<file path="config.mk">
export PLATFORM = sky130hd
export DESIGN_NAME = jam_cost_rom_flat
export DESIGN_NICKNAME = d
export VERILOG_FILES = /design/src/rtl/jam_cost_rom_if.sv /design/src/rtl/jam_cost_rom.sv /design/src/flat_wrapper.sv
export SDC_FILE = /design/constraint.sdc
export NUM_CORES = 1
export LEC_CHECK = 0
export ABC_AREA = 1
export CAP_MARGIN = 0
export CORE_MARGIN = 1.5
export CORE_UTILIZATION = 54
export CTS_CLUSTER_DIAMETER = 150
export DETAILED_ROUTE_END_ITERATION = 8
export PLACE_DENSITY = 0.72
export SLEW_MARGIN = 20
export SYNTH_ARGS = -nofsm -noshare
export SYNTH_HDL_FRONTEND = slang
export SYNTH_SLANG_ARGS = --single-unit
</file>
<file path="constraint.sdc">
create_clock -name CLK -period 2.5 [get_ports CLK]
set_input_delay 0.25 -clock CLK [delete_from_list [all_inputs] [get_ports CLK]]
set_output_delay 0.25 -clock CLK [all_outputs]
set_load 0.01 [all_outputs]
</file>
<file path="src/rtl/jam_cost_rom_if.sv">
// jam_cost_rom_if: worker/job cost interface between the assignment engine and the cost ROM.
//
// Signals:
//   W, J        worker/job index driven by the engine
//   Cost        cost entry returned for {W,J}
//   table_ready cost table fully loaded; the engine may run
//   Valid       engine result strobe
//   MinCost     engine minimum total cost
//   MatchCount  engine count of minimum-cost assignments
//
// Modports: master = assignment engine, slave = cost ROM.
interface jam_cost_rom_if #(
    parameter int unsigned COST_WIDTH = 7,
    parameter int unsigned IDX_WIDTH  = 3
);
    logic [IDX_WIDTH-1:0]  W;
    logic [IDX_WIDTH-1:0]  J;
    logic [COST_WIDTH-1:0] Cost;
    logic                  table_ready;
    logic                  Valid;
    logic [9:0]            MinCost;
    logic [3:0]            MatchCount;

    modport master (
        output W, J, Valid, MinCost, MatchCount,
        input  Cost, table_ready
    );

    modport slave (
        input  W, J, Valid, MinCost, MatchCount,
        output Cost, table_ready
    );
endinterface

</file>
<file path="src/rtl/jam_cost_rom.sv">
// jam_cost_rom: serially loaded 8x8 cost table serving the assignment engine, plus a sink that
// captures the engine's first result and the number of SERVE cycles it took.
//
// Ports:
//   CLK, RST_N          clock (rising edge) and synchronous active-low reset
//   load_valid/ready    serial load handshake, 64 beats in row-major order
//   load_data           cost entry for the current load beat
//   restart             one-cycle pulse: drop table and result, go back to loading
//   eng                 engine-facing cost/result interface (slave modport)
//   result_valid        first engine result captured
//   result_min_cost     captured MinCost
//   result_match_count  captured MatchCount
//   cycle_count         saturating SERVE cycle count up to the capture
//
// Build option: define JAM_COST_REG_OUT_EN to register Cost (one-cycle read latency);
// by default Cost is a same-cycle combinational read.
module jam_cost_rom #(
    parameter int unsigned COST_WIDTH = 7,
    parameter int unsigned IDX_WIDTH  = 3,
    parameter int unsigned CYC_WIDTH  = 20
) (
    input  logic                  CLK,
    input  logic                  RST_N,
    input  logic                  load_valid,
    input  logic [COST_WIDTH-1:0] load_data,
    output logic                  load_ready,
    input  logic                  restart,
    jam_cost_rom_if.slave         eng,
    output logic                  result_valid,
    output logic [9:0]            result_min_cost,
    output logic [3:0]            result_match_count,
    output logic [CYC_WIDTH-1:0]  cycle_count
);
    localparam int unsigned AddrWidth = 2 * IDX_WIDTH;
    localparam int unsigned Depth     = 1 << AddrWidth;

    typedef enum logic [1:0] {StLoad, StServe, StDone} state_e;

    state_e                 state_q, state_d;
    logic [AddrWidth-1:0]   addr_q, addr_d;
    logic                   res_valid_q, res_valid_d;
    logic [9:0]             res_min_q, res_min_d;
    logic [3:0]             res_cnt_q, res_cnt_d;
    logic [CYC_WIDTH-1:0]   cyc_q, cyc_d;
    logic                   load_accept;
    logic [AddrWidth-1:0]   rd_idx;
    logic [COST_WIDTH-1:0]  mem [Depth];

    assign load_accept = (state_q == StLoad) && load_valid;
    assign rd_idx      = {eng.W, eng.J};

    always_comb begin
        state_d     = state_q;
        addr_d      = addr_q;
        res_valid_d = res_valid_q;
        res_min_d   = res_min_q;
        res_cnt_d   = res_cnt_q;
        cyc_d       = cyc_q;
        if (restart) begin
            state_d     = StLoad;
            addr_d      = '0;
            res_valid_d = 1'b0;
            res_min_d   = '0;
            res_cnt_d   = '0;
            cyc_d       = '0;
        end else begin
            unique case (state_q)
                StLoad: begin
                    if (load_accept) begin
                        // Address wraps to 0 only on the final beat.
                        addr_d = addr_q + 1'b1;
                        if (addr_q == AddrWidth'(Depth - 1)) begin
                            state_d = StServe;
                        end
                    end
                end
                StServe: begin
                    if (eng.Valid) begin
                        res_valid_d = 1'b1;
                        res_min_d   = eng.MinCost;
                        res_cnt_d   = eng.MatchCount;
                        state_d     = StDone;
                    end else if (cyc_q != '1) begin
                        cyc_d = cyc_q + 1'b1;
                    end
                end
                StDone: begin
                    // First result wins; everything is held until restart.
                end
                default: state_d = StLoad;
            endcase
        end
    end

    always_ff @(posedge CLK) begin
        if (!RST_N) begin
            state_q     <= StLoad;
            addr_q      <= '0;
            res_valid_q <= 1'b0;
            res_min_q   <= '0;
            res_cnt_q   <= '0;
            cyc_q       <= '0;
        end else begin
            state_q     <= state_d;
            addr_q      <= addr_d;
            res_valid_q <= res_valid_d;
            res_min_q   <= res_min_d;
            res_cnt_q   <= res_cnt_d;
            cyc_q       <= cyc_d;
        end
    end

    // Table storage is deliberately not reset; it is always fully rewritten before use.
    always_ff @(posedge CLK) begin
        if (RST_N && !restart && load_accept) begin
            mem[addr_q] <= load_data;
        end
    end

`ifdef JAM_COST_REG_OUT_EN
    logic [COST_WIDTH-1:0] cost_q, cost_d;

    always_comb begin
        cost_d = '0;
        if (!restart && (state_q != StLoad)) begin
            cost_d = mem[rd_idx];
        end
    end

    always_ff @(posedge CLK) begin
        if (!RST_N) begin
            cost_q <= '0;
        end else begin
            cost_q <= cost_d;
        end
    end

    assign eng.Cost = cost_q;
`else
    // Same-cycle read: the engine accumulates Cost in the cycle it drives W/J.
    assign eng.Cost = (state_q == StLoad) ? '0 : mem[rd_idx];
`endif

    assign load_ready         = (state_q == StLoad);
    assign eng.table_ready    = (state_q != StLoad);
    assign result_valid       = res_valid_q;
    assign result_min_cost    = res_min_q;
    assign result_match_count = res_cnt_q;
    assign cycle_count        = cyc_q;
endmodule

</file>
<file path="src/flat_wrapper.sv">
// flat-port wrapper written by rule: the top's interface ports become plain ports
module jam_cost_rom_flat 
#(
    parameter int unsigned COST_WIDTH = 7,
    parameter int unsigned IDX_WIDTH  = 3,
    parameter int unsigned CYC_WIDTH  = 20
)
  (CLK, RST_N, load_valid, load_data, load_ready, restart, result_valid, result_min_cost, result_match_count, cycle_count, eng_W, eng_J, eng_Valid, eng_MinCost, eng_MatchCount, eng_Cost, eng_table_ready);
  jam_cost_rom_if #(.COST_WIDTH(COST_WIDTH), .IDX_WIDTH(IDX_WIDTH)) eng_i ();
  input  logic CLK;
  input  logic RST_N;
  input  logic load_valid;
  input  logic [COST_WIDTH-1:0] load_data;
  output logic load_ready;
  input  logic restart;
  output logic result_valid;
  output logic [9:0] result_min_cost;
  output logic [3:0] result_match_count;
  output logic [CYC_WIDTH-1:0] cycle_count;
  input wire logic [$bits(eng_i.W)-1:0] eng_W;
  input wire logic [$bits(eng_i.J)-1:0] eng_J;
  input wire logic [$bits(eng_i.Valid)-1:0] eng_Valid;
  input wire logic [$bits(eng_i.MinCost)-1:0] eng_MinCost;
  input wire logic [$bits(eng_i.MatchCount)-1:0] eng_MatchCount;
  output wire logic [$bits(eng_i.Cost)-1:0] eng_Cost;
  output wire logic [$bits(eng_i.table_ready)-1:0] eng_table_ready;
  assign eng_i.W = eng_W;
  assign eng_i.J = eng_J;
  assign eng_i.Valid = eng_Valid;
  assign eng_i.MinCost = eng_MinCost;
  assign eng_i.MatchCount = eng_MatchCount;
  assign eng_Cost = eng_i.Cost;
  assign eng_table_ready = eng_i.table_ready;
  jam_cost_rom #(.COST_WIDTH(COST_WIDTH), .IDX_WIDTH(IDX_WIDTH), .CYC_WIDTH(CYC_WIDTH)) u_core (.CLK(CLK), .RST_N(RST_N), .load_valid(load_valid), .load_data(load_data), .load_ready(load_ready), .restart(restart), .eng(eng_i), .result_valid(result_valid), .result_min_cost(result_min_cost), .result_match_count(result_match_count), .cycle_count(cycle_count));
endmodule
</file>
After elaboration in Yosys (flattened, before gate mapping)
Memories as Yosys holds them, arrays and structs flattened.
Cells that the tools add are included.
Storage, ports and cells
  bits of input ports: 32
  register bits: 43
  memory bits (writable): 448
  word-level logic and storage cells: 37
  memories kept: 1
  output and inout bits: 44
Memory list
  u_core.mem: depth 64, width 7, read ports 1, clocked after memory_dff 0, wr ports 1, RTL line jam_cost_rom.sv:47  | logic [COST_WIDTH-1:0] mem [Depth];
Cells by class
  reductions and logical operators: 11
  mux-type cells: 7
  add/subtract/negate cells: 2
  equal/unequal tests: 7
  bitwise gates (word level): 3
Operators by type and width (number)
  $add A20 B1 Y20 const B: 1
  $ne A20 B20 Y1 const B: 1
  $mux W7: 1
  $add A6 B1 Y6 const B: 1
  $eq A6 B6 Y1 const B: 1
  $mux W2: 3
  $pmux W2 S3: 1
  $ne A2 B1 Y1 const B: 2
  $reduce_and A2 Y1: 2
  $reduce_and A4 Y1: 1
  $logic_and A1 B1 Y1: 3
  $not A1 Y1: 3
  $reduce_and A3 Y1: 1
  $eq A2 B1 Y1 const B: 1
  $eq A2 B2 Y1 const B: 1
  $logic_not A2 Y1: 1
  $mux W1: 2
  $ne A2 B2 Y1 const B: 1
  $reduce_bool A2 Y1: 1
  $reduce_or A2 Y1: 1
  $logic_not A1 Y1: 1

Depth between registers and ports, before layout
  word-level depth: 5
  depth in mapped cells: 12
  mapped depth without buffers: 10

Worst setup path before layout
Ideal clock, no wire load.
  kind: reg2reg
  from: register u_core.state_q[1]
  to: memory u_core.mem[17][0] (enable)
  buffers on the path: 0
  arrival: 1.465 ns
  clock period less this slack: 1.826 ns
  setup time: 0.360 ns
  required time: 2.140 ns
  setup slack: 0.674 ns
  stages on the path, launching flop included: 6
  cells stage by stage: dfxtp_1 -> nor2_1 -> nand2_1 -> nor2_1 -> nand4_1 -> nor2_1
Between the ends
  longest elaborated chain between the ends: 5
Ends and longest elaborated chain
  start: declaration: RTL line jam_cost_rom.sv:39  | state_e state_q, state_d;
  start signal: assignment: RTL line jam_cost_rom.sv:97  | state_q <= StLoad;
  start signal: assignment: RTL line jam_cost_rom.sv:104  | state_q <= state_d;
  $logic_not A2 Y1: RTL line jam_cost_rom.sv:49  | assign load_accept = (state_q == StLoad) && load_valid;
  $logic_and A1 B1 Y1: RTL line jam_cost_rom.sv:49
  $logic_and A1 B1 Y1: RTL line jam_cost_rom.sv:115  | if (RST_N && !restart && load_accept) begin
  $mux W1: RTL line jam_cost_rom.sv:115
  $mux W1 (not written as such): RTL line jam_cost_rom.sv:116  | mem[addr_q] <= load_data;
  end: declaration: RTL line jam_cost_rom.sv:47
Every way passes these cells.

Worst setup path after layout
  from: memory u_core.mem[25][4]
  to: output port eng_Cost[4]
Between the ends
  longest elaborated chain between the ends: 2
Ends and longest elaborated chain
  $mem_v2 Z64 W7
  $mux W7: RTL line jam_cost_rom.sv:141  | assign eng.Cost = (state_q == StLoad) ? '0 : mem[rd_idx];
  end: declaration: RTL line flat_wrapper.sv:25  | output wire logic [$bits(eng_i.Cost)-1:0] eng_Cost;
Every way passes these cells.

==> qor.yml <==
setup_path:
  ff2ff_path_depth: 7
  r2r-end: "u_core.mem[32][0]"
  path_cells: "nand2_1 > nand3_1 > nand3_1 > nand2_1 > nand2_1 > nand3_1 > nand3_1 > a21oi_2 > dlygate4sd2_1"
  cp_slowest_stage_delay_ps: 330
  cp-start-kind: "flip-flop"
  end_kind: "output port"
  crit_type: "flip-flop to output port"
  critPathBufInv: 1
  critical_path_required_ps: 2250
  timing.rr.start: "u_core.state_q[1]"
  cp_max_fo: 1
  crit_slowest_cell: "edfxtp_1"
  crit_arrival_ps: 2120
  cpLargestDelayFamily: "simple AND/OR/NAND/NOR gates"
  reg2reg_slack_ps: 290
  crit_top_cell: "nand3_1"
drt:
  wl_per_cell_um: 19.9
  dr.first_iter.drc_count: 1453
  vias: 14700
  postRouteAntennaNets: 0
  drc: 0
  vias_per_cell: 5.66
  drt-pass1-iter-count: 5
  finalWirelength_mm: 51.4
timing:
  tns_ps: 0
  worst_clock_skew_ps: 10.1
  slew_headroom: 0.462
  hold_viol: 0
  worst_slack_ps: 130
  setup_viol: 0
  maxSlewViolCount: 0
  fin_crit_sh: 0.948
  fin_crit_ps: 2370
  fmax_mhz: 422
  rsz0062_at_grt: "false"
  tightest_slew_ps: 803
power_and_ir_drop:
  max-vdd-ir-drop_mv: 0.483
  p_total_mw: 17.6
  power_density_nw_per_um2: 719
  cellLeakagePower_nw: 8.87
cts:
  numCtsBuffers: 49
  clk_latency_ps: 570
  cts_buffer_depth: 3
  clock-root-buffer: "clkbuf_16"
  path_clk_slew_ps: 60
  cts_tree: "built"
  htree_levels: 2
  cts_sinks: 491
die:
  core-area_sq_um: 37500
  fp-row-count: 71
  die_w_um: 198
  io_pins: 76
  start_util: 0.545
  die_height_um: 198
  die-area_sq_um: 39000
cells_and_area:
  fillers: 2797
  num_antenna_cells: 0
  final_common_cell: "nand2_1"
  drive_gt1_frac: 0.121
  fin_area_sq_um: 24500
  final_cell_mix: "nand2_1, edfxtp_1, nand3_1"
  syn2layout_area_growth_pct: 19.7
  stdcell_count: 2588
  num-nets-final: 2074
grt:
  grt_max_degree: 65
  grt_use_total: 0.268
  antenna_found_initial: 0
  grt_pass1_vias: 14300
  grt_pass1_wl_mm: 79.3
  grt_remaining_overflow: 0
synth:
  syn_avg_cell_area_sq_um: 10.9
  synth_top_cell_by_area: "edfxtp_1"
  synth_top_area_frac: 0.658
  synthCells: 1879
  syn-cell-area_sq_um: 20400
  yosysWarnings: 0
  synth_cell_types: 32
  synth_fp_nets: 1913
  ys_seq_area_frac: 0.700
  yosys_register_bits: 491
  synthTopCellsByArea: "edfxtp_1, nand2_1, nand3_1"
placement:
  hpwl_mm: 32.0
  placed_area_sq_um: 22800
  dp.cells: 2498
  pre_cts_slack_ps: -110
  gp_congestion: 0.943
  portBuffers: 75
worst_hold_path:
  hold_class: "input port to flip-flop"
  hold_depth: 2
  hold_path_startpoint: "load_data[4]"
  min_to: "u_core.mem[37][4]"
run_status:
  status: "finished, final reports clean"
run:
  cap_violations: 0
timing repair:
item                                   4_1_cts  5_1_grt
gates resized for setup                     14        5
buffers inserted                             0        0
pin swaps                                    0        1
hold buffers                                 2        0
setup endpoints to repair                    7       58
endpoints found under the hold margin        4        0
report_power, final:
group	leakage (nW)	switching (mW)	total (mW)	internal [mW]
Clock	0.804	2.99	7.57	4.58
Sequential	4.37	0.00272	8.95	8.95
Combinational	3.69	0.715	1.07	0.360
Total	8.87	3.71	17.6	13.9
Yosys cell counts (all sizes together):
master / n
ha: 2
clkbuf: 28
a21oi: 40
clkinv: 1
xor2: 6
nor3: 18
nor3b: 2
xnor2: 4
nand3: 401
o21ai: 13
nand4: 8
inv: 45
nand2: 640
nor2: 98
o22ai: 1
edfxtp: 448
a31oi: 1
dfxtp: 43
buf: 79
a21boi: 1
layer usage:
layer  part of all wire  routed length, um  global-route usage
met3              0.088               4540              0.0512
met2               0.49              25400               0.453
met1               0.39              20200               0.350
met5                  0                  0                   0
met4              0.025               1290              0.0885
layout make-up:
cell class / instances / area [sq um] / area share
Inverter: 46 / 179 / 0.00731
Multi-Input combinational cell: 1235 / 5440 / 0.222
Sequential cell: 491 / 14300 / 0.585
Tap cell: 511 / 639 / 0.0261
Clock inverter: 27 / 360 / 0.0147
Timing Repair Buffer: 217 / 2250 / 0.0920
Clock buffer: 61 / 1290 / 0.0528
worst reg2reg max path, cell delays in order, from the launching register on:
cell	delay, ps
dfxtp_1	350
nor2_1	360
nand2_1	260
nor2_1	270
nand4_1	140
buf_4	230
nor2_1	120
buf_4	190
registers in the layout (all words and copies together) (netlist names):
signal,cells
u_core.result_match_count,4
u_core.addr_q,6
u_core.result_valid,1
u_core.state_q,2
u_core.mem,448
u_core.result_min_cost,10
u_core.cycle_count,20
cells by family (layout without fill, tap and decap cells):
kind of cell | after synthesis | count (layout) | synth area share
flip-flops | 491 | 491 | 0.700
XOR/XNOR | 10 | 10 | 0.00428
adder cells (fa/ha/maj) | 2 | 2 | 0.00122
AND/OR/NAND/NOR | 1167 | 1167 | 0.243
buffers and inverters | 153 | 351 | 0.0357
AO/OA/AOI/OAI | 56 | 56 | 0.0156
how the worst max path moves through the flow:
stage / startpoint / end / slack (ps) / cells after the start
final: u_core.mem[25][4] / eng_Cost[4] / 130 / 9
after global routing: u_core.mem[31][4] / eng_Cost[4] / 5 / 9
after CTS: u_core.mem[61][6] / eng_Cost[6] / -180 / 9
after detailed placement: eng_J[1] / eng_Cost[6] / -110 / 11
after global placement: eng_J[1] / eng_Cost[6] / -140 / 11
after floorplan: u_core.state_q[1] / u_core.mem[17][0] / 670 / 5
per-stage QoR:
step / utilization / hold WS [ps]
2_1_floorplan: - / 349
3_3_place_gp: 0.607 / 440
3_5_place_dp: 0.607 / 456
4_1_cts: 0.652 / 202
5_1_grt: 0.653 / 217
6_report: 0.653 / 211
No activity file was read; power rests on OpenSTA's default activity.
